===== config.mk =====
export PLATFORM = sky130hd
export DESIGN_NAME = survivor_out
export DESIGN_NICKNAME = d
export VERILOG_FILES = /design/src/rtl/survivor_out.sv
export SDC_FILE = /design/constraint.sdc
export NUM_CORES = 1
export LEC_CHECK = 0
export CAP_MARGIN = 0
export CORE_MARGIN = 5
export CORE_UTILIZATION = 49
export DETAILED_ROUTE_END_ITERATION = 12
export PLACE_DENSITY = 0.86
export SYNTH_ARGS = -nofsm -noshare
export SYNTH_HDL_FRONTEND = slang
export SYNTH_SLANG_ARGS = --single-unit

===== constraint.sdc =====
create_clock -name clk -period 3.55 [get_ports clk]
set_input_delay 0.355 -clock clk [delete_from_list [all_inputs] [get_ports clk]]
set_output_delay 0.355 -clock clk [all_outputs]
set_load 0.05 [all_outputs]

===== src/rtl/survivor_out.sv =====
// Viterbi output stage: picks the minimum-metric state each step and, at window end, queues that state's survivor as a decoded byte.
// Latency: best_state, refresh_out and byte_valid appear 1 cycle after the capturing edge; a captured byte always spends >=1 cycle in the FIFO.
// Backpressure: valid/ready pop on byte_ready; a capture into a full FIFO without a pop is dropped and sets sticky overflow. Optional: SURVIVOR_OUT_RENORM_EN.
module survivor_out #(
  parameter int PM_W       = 4,
  parameter int PATH_W     = 8,
  parameter int PTR_W      = 3,
`ifdef SURVIVOR_OUT_RENORM_EN
  parameter int FIFO_DEPTH = 2,
  parameter int RENORM_TH  = 12
`else
  parameter int FIFO_DEPTH = 2
`endif
) (
  input  logic              clk,
  input  logic              rst,
  input  logic              valid_in,
  input  logic [PM_W-1:0]   path_metric_00,
  input  logic [PM_W-1:0]   path_metric_01,
  input  logic [PM_W-1:0]   path_metric_10,
  input  logic [PM_W-1:0]   path_metric_11,
  input  logic [PATH_W-1:0] survivor_00,
  input  logic [PATH_W-1:0] survivor_01,
  input  logic [PATH_W-1:0] survivor_10,
  input  logic [PATH_W-1:0] survivor_11,
  input  logic [PTR_W-1:0]  write_pointer_in,
  input  logic              byte_ready,
  output logic [PATH_W-1:0] decoded_byte,
  output logic              byte_valid,
  output logic [1:0]        best_state,
  output logic              refresh_out,
  output logic              overflow,
  output logic [7:0]        byte_count,
  output logic              renorm_req
);

  // FIFO addressing; depth is a power of two so pointers wrap for free.
  localparam int AW = (FIFO_DEPTH > 1) ? $clog2(FIFO_DEPTH) : 1;
  localparam logic [AW:0]      DEPTH_C  = (AW+1)'(FIFO_DEPTH);
  localparam logic [PTR_W-1:0] LAST_PTR = '1;

  // Best-state selection signals
  logic [PM_W-1:0]   min_lo;
  logic [PM_W-1:0]   min_hi;
  logic              sel_lo;
  logic              sel_hi;
  logic [1:0]        best_idx;
  logic [PATH_W-1:0] best_surv;

  // Control
  logic capture;
  logic full;
  logic pop;
  logic push;

  // Registered state
  logic [PATH_W-1:0] mem_q [FIFO_DEPTH];
  logic [AW-1:0]     wr_ptr_q, wr_ptr_d;
  logic [AW-1:0]     rd_ptr_q, rd_ptr_d;
  logic [AW:0]       cnt_q, cnt_d;
  logic [1:0]        best_state_q, best_state_d;
  logic              refresh_q;
  logic              overflow_q, overflow_d;
  logic [7:0]        byte_count_q, byte_count_d;

  // Pairwise minimum tree; strict '<' keeps the lower index on ties at every level.
  always_comb begin
    sel_lo = (path_metric_01 < path_metric_00);
    min_lo = sel_lo ? path_metric_01 : path_metric_00;
    sel_hi = (path_metric_11 < path_metric_10);
    min_hi = sel_hi ? path_metric_11 : path_metric_10;
    if (min_hi < min_lo) begin
      best_idx = {1'b1, sel_hi};
    end else begin
      best_idx = {1'b0, sel_lo};
    end
  end

  // Survivor of the winning state, the candidate decoded byte.
  always_comb begin
    best_surv = survivor_00;
    unique case (best_idx)
      2'b00:   best_surv = survivor_00;
      2'b01:   best_surv = survivor_01;
      2'b10:   best_surv = survivor_10;
      default: best_surv = survivor_11;
    endcase
  end

  // Window end, FIFO handshake and next-state computation.
  always_comb begin
    capture      = valid_in && (write_pointer_in == LAST_PTR);
    full         = (cnt_q == DEPTH_C);
    pop          = (cnt_q != '0) && byte_ready;
    // A full FIFO still accepts a capture when the head leaves on the same edge.
    push         = capture && (!full || pop);

    wr_ptr_d     = push ? wr_ptr_q + 1'b1 : wr_ptr_q;
    rd_ptr_d     = pop  ? rd_ptr_q + 1'b1 : rd_ptr_q;
    cnt_d        = cnt_q;
    if (push && !pop) begin
      cnt_d = cnt_q + 1'b1;
    end else if (pop && !push) begin
      cnt_d = cnt_q - 1'b1;
    end

    best_state_d = valid_in ? best_idx : best_state_q;
    overflow_d   = overflow_q || (capture && !push);
    byte_count_d = pop ? byte_count_q + 8'd1 : byte_count_q;
  end

  // FIFO storage; only the slot at the write pointer is written.
  always_ff @(posedge clk or negedge rst) begin
    if (!rst) begin
      for (int i = 0; i < FIFO_DEPTH; i++) begin
        mem_q[i] <= '0;
      end
    end else if (push) begin
      mem_q[wr_ptr_q] <= best_surv;
    end
  end

  // FIFO pointers and occupancy.
  always_ff @(posedge clk or negedge rst) begin
    if (!rst) begin
      wr_ptr_q <= '0;
      rd_ptr_q <= '0;
      cnt_q    <= '0;
    end else begin
      wr_ptr_q <= wr_ptr_d;
      rd_ptr_q <= rd_ptr_d;
      cnt_q    <= cnt_d;
    end
  end

  // Status registers: best state, refresh pulse, sticky overflow, pop counter.
  always_ff @(posedge clk or negedge rst) begin
    if (!rst) begin
      best_state_q <= 2'b00;
      refresh_q    <= 1'b0;
      overflow_q   <= 1'b0;
      byte_count_q <= 8'd0;
    end else begin
      best_state_q <= best_state_d;
      // Pulses for dropped captures too: upstream must restart its window either way.
      refresh_q    <= capture;
      overflow_q   <= overflow_d;
      byte_count_q <= byte_count_d;
    end
  end

`ifdef SURVIVOR_OUT_RENORM_EN
  logic [PM_W-1:0] min_pm;
  logic            renorm_q;

  // Overall minimum metric, only needed for the renormalisation request.
  always_comb begin
    min_pm = (min_hi < min_lo) ? min_hi : min_lo;
  end

  // Request renormalisation while even the best metric sits at/above threshold.
  always_ff @(posedge clk or negedge rst) begin
    if (!rst) begin
      renorm_q <= 1'b0;
    end else if (valid_in) begin
      renorm_q <= (min_pm >= PM_W'(RENORM_TH));
    end
  end

  assign renorm_req = renorm_q;
`else
  assign renorm_req = 1'b0;
`endif

  // Head of FIFO reads zero when empty so downstream never sees stale data.
  assign byte_valid   = (cnt_q != '0);
  assign decoded_byte = byte_valid ? mem_q[rd_ptr_q] : '0;
  assign best_state   = best_state_q;
  assign refresh_out  = refresh_q;
  assign overflow     = overflow_q;
  assign byte_count   = byte_count_q;

endmodule


## Word-level counts from Yosys, hierarchy flattened

Cells that the tools add are included.

| operators by class | value |
|---|---|
| add/sub/neg operators | 5 |
| magnitude comparators | 6 |
| eq/ne operators | 4 |
| multiplexer cells | 13 |
| bitwise operators | 2 |
| reductions and logical operators | 15 |

Operators with widths:

| cell | number |
|---|---|
| 8-bit two-way mux | 5 |
| 8-bit one-hot mux with 3 select lines | 1 |
| 16-bit bitwise mux | 1 |
| 4-bit less-than comparator | 3 |
| 8-bit by 1-bit adder with 8-bit output (second input constant) | 1 |
| 8-bit demux with 1-bit select | 1 |
| 4-bit two-way mux | 2 |
| 1-bit logical AND | 7 |
| 2-bit two-way mux | 3 |
| 2-bit equality test (second input constant) | 2 |
| 2-bit >= comparator (second input constant) | 2 |
| 1-bit NOT with 2-bit output | 2 |
| 2-bit nonzero test | 2 |
| 3-bit equality test (second input constant) | 1 |
| 1-bit zero test | 3 |
| 1-bit adder (second input constant) | 2 |
| 2-bit by 1-bit adder with 2-bit output (second input constant) | 1 |
| 2-bit by 1-bit equality test with 1-bit output (second input constant) | 1 |
| 2-bit zero test | 1 |
| 1-bit logical OR | 2 |
| 2-bit by 1-bit less-than comparator with 1-bit output (second input constant) | 1 |
| 2-bit by 1-bit subtractor with 2-bit output (second input constant) | 1 |

| word-level totals | value |
|---|---|
| bits in registers | 32 |
| input bits | 55 |
| output and inout bits | 22 |
| logic and storage cells | 54 |

## Longest topological paths before layout

Gate-level depths: netlist of the first run.

| logic depth | value |
|---|---|
| word-level depth | 8 |
| depth in mapped cells | 17 |

## Worst setup path before layout of the first run

Ideal clock, no wire load.

| timing path | value |
|---|---|
| path kind | input-to-reg |
| start point | input port path_metric_10[2] |
| end point | register mem_q[11] in the netlist's numbering |
| setup time | 94 ps |
| arrival time | 3171 ps |
| slack | 285 ps |
| stages on the path | 15 |
| path buffers | 3 |
| cell sequence | inv_1 > ha_1 > a21oi_1 > nor2b_1 > nor3_1 > clkbuf_1 > buf_2 > o21ai_0 > ha_1 > a21o_1 > a21oi_1 > o211ai_4 > buf_12 > mux2_1 > a211oi_1 |

| on the way | value |
|---|---|
| longest elaborated chain between the ends | 7 |
| elaborated cells on any way between the ends | 9 |

RTL lines:

| item | line | RTL |
|---|---|---|
| from (decl) | 20 | `input logic [PM_W-1:0] path_metric_10,` |
| 4-bit less-than comparator | 70 | `sel_hi = (path_metric_11 < path_metric_10);` |
| 4-bit two-way mux | 71 | `min_hi = sel_hi ? path_metric_11 : path_metric_10;` |
| 4-bit less-than comparator | 72 | `if (min_hi < min_lo) begin` |
| 2-bit two-way mux (*) | 72 |  |
| 2-bit equality test, or another cell as far along | 82 | `unique case (best_idx)` |
| 8-bit one-hot mux with 3 select lines (*) | 82 |  |
| 16-bit bitwise mux (*) | 119 | `mem_q[wr_ptr_q] <= best_surv;` |
| to (signal, indexed assignment) | 119 |  |
| to (decl) | 57 | `logic [PATH_W-1:0] mem_q [FIFO_DEPTH];` |

Every way passes the cells marked *; elsewhere a longest branch is shown, timed or not.
A chain may end at the register's enable or synchronous reset.

## Worst setup path in the final report of the first run

| timing path | value |
|---|---|
| start point | input port path_metric_00[3] |
| end point | register mem_q[12] in the netlist's numbering |

| on the way | value |
|---|---|
| longest elaborated chain between the ends | 7 |
| elaborated cells on any way between the ends | 9 |

RTL lines:

| item | line | RTL |
|---|---|---|
| from (decl) | 18 | `input logic [PM_W-1:0] path_metric_00,` |
| 4-bit less-than comparator | 68 | `sel_lo = (path_metric_01 < path_metric_00);` |
| 4-bit two-way mux | 69 | `min_lo = sel_lo ? path_metric_01 : path_metric_00;` |
| 4-bit less-than comparator | 72 |  |
| 2-bit two-way mux (*) | 72 |  |
| 2-bit equality test, or another cell as far along | 82 |  |
| 8-bit one-hot mux with 3 select lines (*) | 82 |  |
| 16-bit bitwise mux (*) | 119 |  |

Marks and branches as above.

==> metrics.md, run 1 <==
| Metric | Value |
|---|---|
| GRT Residual Overflow | `0` |
| Startpoint types | `primary input` |
| Storage element area | `800.8 um2` |
| Most common flop cell mapped by yosys | `sky130_fd_sc_hd__dfrtp_1` |
| Worst endpoint data arrival time | `3490 ps` |
| Yosys cell types | `37` |
| I/O Buffers | `75` |
| Ratio of total power to cell area | `564.1 nW/um2` |
| Die height | `76.83 um` |
| Leakage power summed over all cells | `1.350 nW` |
| Number of antenna cells inserted | `0` |
| Cells after DPL | `359` |
| Die extent in x | `76.83 um` |
| Number of violations reported at the end of detailed-routing iteration 0 | `110` |
| Number of enable-type register cells in the synthesized netlist | `0` |
| Fraction of synthesis flops using an asynchronous set or reset pin | `1.000` |
| Maximum ir drop on the vdd rail | `0.3155 mV` |
| Antenna violations before repair | `0` |
| Final estimated routing congestion in global placement | `0.8199` |
| Total standard cell area after synthesis | `2188 um2` |
| Vias | `2032` |
| Cell family contributing the most delay on the critical path | `compound AO/OA/AOI/OAI gates` |
| Routed wirelength normalized by instance count | `15.77 um` |
| Achievable Freq | `300.8 MHz` |
| Worst R2R End | `cnt_q[1]$_DFFE_PN0P_` |
| Initial DRT Pass Iterations | `4` |
| Reg2reg start | `cnt_q[1]$_DFFE_PN0P_` |
| Final cycle utilization of the critical path | `0.9365` |
| Yosys reg bits | `32` |
| Starting utilization of the core area | `0.5026` |
| Number of nets in the synthesized netlist | `308` |
| Leading cell types in the layout, fill and taps excluded | `75 x sky130_fd_sc_hd__clkdlybuf4s50_1, 32 x sky130_fd_sc_hd__dfrtp_1, 31 x sky130_fd_sc_hd__nor2_1, 22 x sky130_fd_sc_hd__nand2_1, 20 x sky130_fd_sc_hd__mux2i_1` |
| Placeable core area | `4354 um2` |
| Proportion of synthesized chip area in sequential cells | `0.3659` |
| Number of max-cap violations | `0` |
| Final worst path period need | `3325 ps` |
| Die area | `5903 um2` |
| Crit path from | `path_metric_00[3]` |
| Crit. path cell count | `14` |
| CTS Hold Buffers Added | `0` |
| Clock-pin slew on the worst setup and hold paths | `70 ps` |
| Number of hold violations in the final report | `0` |
| Area share of the leading cell type in the synthesized netlist | `0.3659` |
| Critical Path Fanout Max | `16` |
| Global-route wire length before repair | `9791 um` |
| Cell breakdown of the critical path | `clkdlybuf4s50_1 > inv_1 > ha_1 > a21oi_1 > nand2_1 > nor2_2 > mux2i_1 > ha_1 > a21o_1 > a21oi_1 > o211ai_4 > buf_4 > nor4_1 > a211oi_1` |
| Crit. End Element | `flop` |
| TritonCTS clock tree | `built` |
| Detailed-route vias per instance | `5.537` |
| Number of remaining DRC errors | `0` |
| DP HPWL | `4556 um` |
| Unrepaired setup endpoints after global routing | `false` |
| Area of combinational cells with multiple inputs | `1262 um2` |
| Buffers and inverters on the worst path | `3` |
| Clock tree buffer depth | `2` |
| Data required time of the worst path | `3710 ps` |
| Slowest CP cell | `sky130_fd_sc_hd__clkdlybuf4s50_1` |
| Cell types occupying the most area after synthesis | `sky130_fd_sc_hd__dfrtp_1 37%, sky130_fd_sc_hd__mux2i_1 9.1%, sky130_fd_sc_hd__ha_1 7.4%, sky130_fd_sc_hd__nor2_1 5.5%, sky130_fd_sc_hd__mux2_2 4.1%` |
| Critical path class | `primary input to flop` |
| Status | `finished, final reports clean` |
| I/O pin cnt | `77` |
| Final net count | `382` |
| Via count of the first global-routing pass | `2074` |
| Number of endpoints failing setup at the final stage | `0` |
| Total wirelength of the detailed-routed design | `5789 um` |
| Setup Skew | `5.184 ps` |
| Slew Viols, Final | `0` |
| Root buffer cell | `sky130_fd_sc_hd__clkbuf_8` |
| Total power of the final layout | `1.723 mW` |
| Non-filler cells in the finished layout | `367` |
| Pin slew with the least headroom to its limit | `730.0 ps` |
| Relative slew slack | `0.5115` |
| Register-to-register setup slack | `1450 ps` |
| Maximum number of pins on one net before global-route repair | `33` |
| Fraction of final layout cells with drive strength greater than 1 | `0.08889` |
| Worst skew pair latency | `290 ps` |
| Count of clock tree sinks | `32` |
| Num CTS Buffers | `5` |
| Number of nets still failing antenna checks after routing | `0` |
| Class of the tightest hold or removal check | `primary input to asynchronous set/reset pin` |
| Total GRT Usage | `0.2021` |
| CTS HTree Levels | `2` |
| Area Overhead vs Synth | `39.57%` |
| Most common cell after layout, fill and taps aside | `sky130_fd_sc_hd__clkdlybuf4s50_1` |
| CP Capture Point | `mem_q[12]$_DFFE_PN0P_` |
| Total number of placement rows | `24` |
| Post-synthesis average cell area | `9.118 um2` |
| Yosys top cell by area | `sky130_fd_sc_hd__dfrtp_1` |
| Count of filler cells inserted in the layout | `340` |
| Worst reg-to-reg path cell count | `7` |
| Yosys Warn Count | `0` |
| Instance count of the mapped netlist | `240` |
| Slowest stage delay, CP | `480 ps` |
repair_timing:
item,4_1_cts,5_1_grt
resized for setup,0,2
endpoints found under the setup margin,0,7
setup buffers,0,0
layout make-up:
type | count | area share
multi-input combinational | 183 | 0.4134
sequential | 32 | 0.2622
inverter | 12 | 0.01475
timing repair buffer | 80 | 0.2581
clock buffer | 6 | 0.02704
clock inverter | 2 | 0.003277
tap | 52 | 0.02130
layer usage:
metal | up-vias | part of all wire | wire length (um) | global-route usage
met5 | - | 0 | 0 | 0
met4 | 0 | 0.015 | 86 | 0.06643
met3 | 9 | 0.059 | 341 | 0.03864
met2 | 78 | 0.53 | 3055 | 0.3608
met1 | 950 | 0.40 | 2304 | 0.2409
li1 | 995 | - | - | -
cells in the mapped netlist, types with 2 or more instances:
cell type and number:
sky130_fd_sc_hd__inv_1 12, sky130_fd_sc_hd__nor2_1 32, sky130_fd_sc_hd__xnor2_1 6, sky130_fd_sc_hd__or3_1 9, sky130_fd_sc_hd__mux2_2 8, sky130_fd_sc_hd__mux2i_1 20, sky130_fd_sc_hd__o22ai_1 9, sky130_fd_sc_hd__nor2b_1 2
sky130_fd_sc_hd__a211oi_1 8, sky130_fd_sc_hd__nor4_1 8, sky130_fd_sc_hd__clkbuf_1 6, sky130_fd_sc_hd__buf_12 2, sky130_fd_sc_hd__a31o_2 2, sky130_fd_sc_hd__xor2_1 6, sky130_fd_sc_hd__a21oi_1 14, sky130_fd_sc_hd__dfrtp_1 32
sky130_fd_sc_hd__ha_1 13, sky130_fd_sc_hd__nand3_1 8, sky130_fd_sc_hd__buf_1 2, sky130_fd_sc_hd__o21ai_0 3, sky130_fd_sc_hd__nand2_1 22
kinds of logic (layout without fill, tap and decap cells):
kind of cell / after synthesis / count (layout) / synth area share
compound gates: 41 / 41 / 0.1252
simple gates: 87 / 87 / 0.1835
other cells: 1 / 1 / 0.001714
xor+xnor: 12 / 12 / 0.04803
buf+inv: 25 / 100 / 0.06346
flops: 32 / 32 / 0.3659
fa+ha+maj: 13 / 13 / 0.07433
mux: 29 / 29 / 0.1378
report_power, final:
part / leakage [nW] / switching, mW / internal, mW
Combinational: 0.882 / 0.500 / 0.358
Clock: 0.0510 / 0.134 / 0.154
Sequential: 0.417 / 0.115 / 0.460
Total: 1.35 / 0.750 / 0.973
how the worst min path moves through the flow:
stage,start,to,cells after the start
2_1_floorplan,rst,best_state[0]$_DFFE_PN0P_,0
3_3_place_gp,overflow$_DFF_PN0_,overflow$_DFF_PN0_,1
3_5_place_dp,overflow$_DFF_PN0_,overflow$_DFF_PN0_,1
4_1_cts,rst,refresh_out$_DFF_PN0_,2
5_1_grt,rst,byte_count[2]$_DFFE_PN0P_,2
6_report,rst,byte_count[2]$_DFFE_PN0P_,2
worst register-to-register path, stage by stage (launching register included):
cell                      delay, ps
sky130_fd_sc_hd__dfrtp_1        420
sky130_fd_sc_hd__nor2_1         590
sky130_fd_sc_hd__inv_1          170
sky130_fd_sc_hd__nand2_1        240
sky130_fd_sc_hd__ha_1           200
sky130_fd_sc_hd__xor2_1         150
sky130_fd_sc_hd__nor2_1          60
sky130_fd_sc_hd__xor2_1         140
stage by stage:
| step | hold WS (ps) | cell area (um2) | TNS, ps | worst slack (ps) | util |
|---|---|---|---|---|---|
| final | 460.4 | 3054 | 0 | 225.3 | 0.7014 |
| after global routing | 507.0 | 3054 | 0 | 14.73 | 0.7014 |
| after CTS | 469.0 | 3045 | 0 | 113.3 | 0.6994 |
| after detailed placement | 486.5 | 2953 | -761.2 | -156.7 | 0.6782 |
| after global placement | 455.4 | 2953 | 0 | 84.89 | 0.6782 |
| after floorplan | 59.41 | 2188 | 0 | 285.0 | - |
flip-flops by register name, summed over array words and instances (netlist names):
signal / flops
mem_q: 16
byte_count: 8
best_state: 2
cnt_q: 2
overflow: 1
rd_ptr_q: 1
refresh_out: 1
wr_ptr_q: 1
(Power assumes the default switching activity.)
==> run 2, diff against run 1 <==
==> constraint.sdc (replaced) <==
create_clock -name clk -period 3.55 [get_ports clk]
set_input_delay 0.355 -clock clk [delete_from_list [all_inputs] [get_ports clk]]
set_output_delay 0.355 -clock clk [all_outputs]
set_load 0.1 [all_outputs]
==> run 2 against run 1 <==
Compared with the run above: register-to-register slack improved by 290 ps; clock skew rose by 4.4 ps; maximum frequency rose by 1.4%; sequential share of layout area rose by 0.24 points; worst setup slack improved by 47 ps; first-iteration DRC count fell by 3.6%; via count rose by 0.49%; largest cell class unchanged; combinational power rose by 30%; cell area fell by 0.90%.
==> metrics.md, run 2 (synthesis gave the netlist of run 1 again) <==
| Metric | Value |
|---|---|
| TritonCTS clock tree | `built` |
| Leading cell types in the layout, fill and taps excluded | `67 x sky130_fd_sc_hd__clkdlybuf4s50_1, 32 x sky130_fd_sc_hd__dfrtp_1, 31 x sky130_fd_sc_hd__nor2_1, 22 x sky130_fd_sc_hd__nand2_1, 20 x sky130_fd_sc_hd__mux2i_1` |
| Number of nets still failing antenna checks after routing | `0 (unchanged)` |
| Worst reg-to-reg path cell count | `6 (-1)` |
| Area Overhead vs Synth | `38.31%` |
| Cells after DPL | `360 (+0.28%)` |
| Slowest stage delay, CP | `480 ps (about the same)` |
| I/O Buffers | `75 (unchanged)` |
| Root buffer cell | `sky130_fd_sc_hd__clkbuf_8` |
| Number of remaining DRC errors | `0 (unchanged)` |
| Final cycle utilization of the critical path | `0.9234 (-0.01314)` |
| Final worst path period need | `3278 ps (-46.65 ps)` |
| Status | `finished, final reports clean` |
| Routed wirelength normalized by instance count | `15.90 um (+0.78%)` |
| Leakage power summed over all cells | `1.359 nW (+0.63%)` |
| Global-route wire length before repair | `9577 um (-2.2%)` |
| Class of the tightest hold or removal check | `primary input to asynchronous set/reset pin` |
| Final estimated routing congestion in global placement | `0.8173 (-0.32%)` |
| Die area | `5903 um2 (unchanged)` |
| Critical path class | `primary input to flop` |
| Number of violations reported at the end of detailed-routing iteration 0 | `106 (-3.6%)` |
| Count of clock tree sinks | `32 (unchanged)` |
| Number of endpoints failing setup at the final stage | `0 (unchanged)` |
| Total GRT Usage | `0.1970 (-0.005115)` |
| Fraction of final layout cells with drive strength greater than 1 | `0.1079 (+0.01905)` |
| Via count of the first global-routing pass | `2063 (-0.53%)` |
| Crit. End Element | `flop` |
| Final net count | `383 (+0.26%)` |
| Number of antenna cells inserted | `0 (unchanged)` |
| Most flop-heavy register | `mem_q` |
| Clock-pin slew on the worst setup and hold paths | `70 ps (about the same)` |
| Startpoint types | `primary input` |
| Detailed-route vias per instance | `5.564 (+0.49%)` |
| Achievable Freq | `305.1 MHz (+1.4%)` |
| Number of hold violations in the final report | `0 (unchanged)` |
| Clock tree buffer depth | `2 (unchanged)` |
| Antenna violations before repair | `0 (unchanged)` |
| Worst skew pair latency | `280 ps (about the same)` |
| Relative slew slack | `0.3527 (-0.1589)` |
| Data required time of the worst path | `3700 ps (about the same)` |
| Total wirelength of the detailed-routed design | `5834 um (+0.78%)` |
| Slowest CP cell | `sky130_fd_sc_hd__clkdlybuf4s50_1` |
| Unrepaired setup endpoints after global routing | `false` |
| Initial DRT Pass Iterations | `4 (unchanged)` |
| Placeable core area | `4354 um2 (unchanged)` |
| Die extent in x | `76.83 um (unchanged)` |
| Pin slew with the least headroom to its limit | `968.0 ps (+238.0 ps)` |
| Critical Path Fanout Max | `16 (unchanged)` |
| Worst endpoint data arrival time | `3430 ps (-60 ps)` |
| Num CTS Buffers | `5 (unchanged)` |
| Slew Viols, Final | `0 (unchanged)` |
| Non-filler cells in the finished layout | `367 (unchanged)` |
| Vias | `2042 (+0.49%)` |
| Total power of the final layout | `1.957 mW (+14%)` |
| Starting utilization of the core area | `0.5026 (unchanged)` |
| Maximum number of pins on one net before global-route repair | `33 (unchanged)` |
| I/O pin cnt | `77 (unchanged)` |
| DP HPWL | `4590 um (+0.74%)` |
| Most common cell after layout, fill and taps aside | `sky130_fd_sc_hd__clkdlybuf4s50_1` |
| Total number of placement rows | `24 (unchanged)` |
| Ratio of total power to cell area | `646.6 nW/um2 (+15%)` |
| Setup Skew | `9.628 ps (+4.444 ps)` |
| GRT Residual Overflow | `0 (unchanged)` |
| Number of max-cap violations | `0 (unchanged)` |
| Die height | `76.83 um (unchanged)` |
| Cell breakdown of the critical path | `clkdlybuf4s50_1 > inv_1 > ha_1 > a21oi_1 > nand2_1 > nor2_2 > mux2i_1 > ha_1 > a21o_1 > a21oi_1 > o211ai_4 > buf_4 > nor4_1 > a211oi_1` |
| Maximum ir drop on the vdd rail | `0.4940 mV (+57%)` |
| CTS HTree Levels | `2 (unchanged)` |
| Flip-flop count of the largest register, all copies and words added | `16 (unchanged)` |
run 2: cell count changes in the layout (fill, tap and decap cells not counted):
| cell | change |
|---|---|
| sky130_fd_sc_hd__nor4_1 | +1 |
| sky130_fd_sc_hd__nor3_4 | +1 |
| sky130_fd_sc_hd__clkbuf_1 | +1 |
| sky130_fd_sc_hd__clkdlybuf4s50_1 | -8 |
| sky130_fd_sc_hd__buf_4 | +9 |
| sky130_fd_sc_hd__clkbuf_8 | -1 |
| sky130_fd_sc_hd__nor3_2 | -1 |
| sky130_fd_sc_hd__nor4_2 | -1 |
| sky130_fd_sc_hd__clkinv_2 | -1 |
run 2: routing by layer:
layer,track usage,wire [um],vias to the layer above,part of all wire
met5,0,0,-,0
li1,-,-,993,-
met3,0.05035,321,14,0.055
met2,0.3311,3025,73,0.52
met1,0.2463,2376,962,0.41
met4,0.06119,111,0,0.019
run 2: power by group:
part | leakage (nW) | internal, mW | switching [mW]
registers | 0.417 | 0.460 | 0.117
logic | 0.901 | 0.360 | 0.758
clock network | 0.0410 | 0.133 | 0.128
run 2: repair_timing:
action	4_1_cts	5_1_grt
gates resized for setup	0	2
buffers inserted	0	0
hold endpoints to repair	0	0
hold buffers	0	0
endpoints found under the setup margin	0	8
run 2: path summary, 6_finish.rpt:
check	from	end	slack, ps
hold reg to reg	overflow$_DFF_PN0_	overflow$_DFF_PN0_	470
hold / removal	rst	byte_count[2]$_DFFE_PN0P_	470
setup / recovery	path_metric_00[3]	mem_q[11]$_DFFE_PN0P_	270
max in group asynchronous	rst	cnt_q[0]$_DFFE_PN0P_	2770
setup reg to reg	cnt_q[0]$_DFFE_PN0P_	mem_q[2]$_DFFE_PN0P_	1740
min in group clk	overflow$_DFF_PN0_	overflow$_DFF_PN0_	470
run 2: layout make-up:
type,instances,area (um2)
inverter,12,45.04
clock inverter,1,5.005
clock buffer,6,72.57
timing repair buffer,81,775.7
tap,52,65.06
multi-input combinational,183,1262
fill,357,1328
sequential,32,800.8
run 2: critical path, delay by kind of cell:
kind                       cells  cell delay [ps]
buffers and inverters          3              780
and+or+nand+nor                3              590
AOI/OAI and AO/OA              5              890
adders and majority gates      2              590
muxes                          1              220
run 2: stage by stage:
stage	hold slack, ps	area (um2)	setup slack [ps]	utilization	setup TNS [ps]
3_3_place_gp	454.2	2940	84.82	0.6753	0
5_1_grt	488.1	3027	31.43	0.6951	0
2_1_floorplan	59.41	2188	285.0	-	0
6_report	467.4	3027	272.0	0.6951	0
3_5_place_dp	460.2	2940	-73.17	0.6753	-449.0
4_1_cts	474.0	3018	229.3	0.6931	0
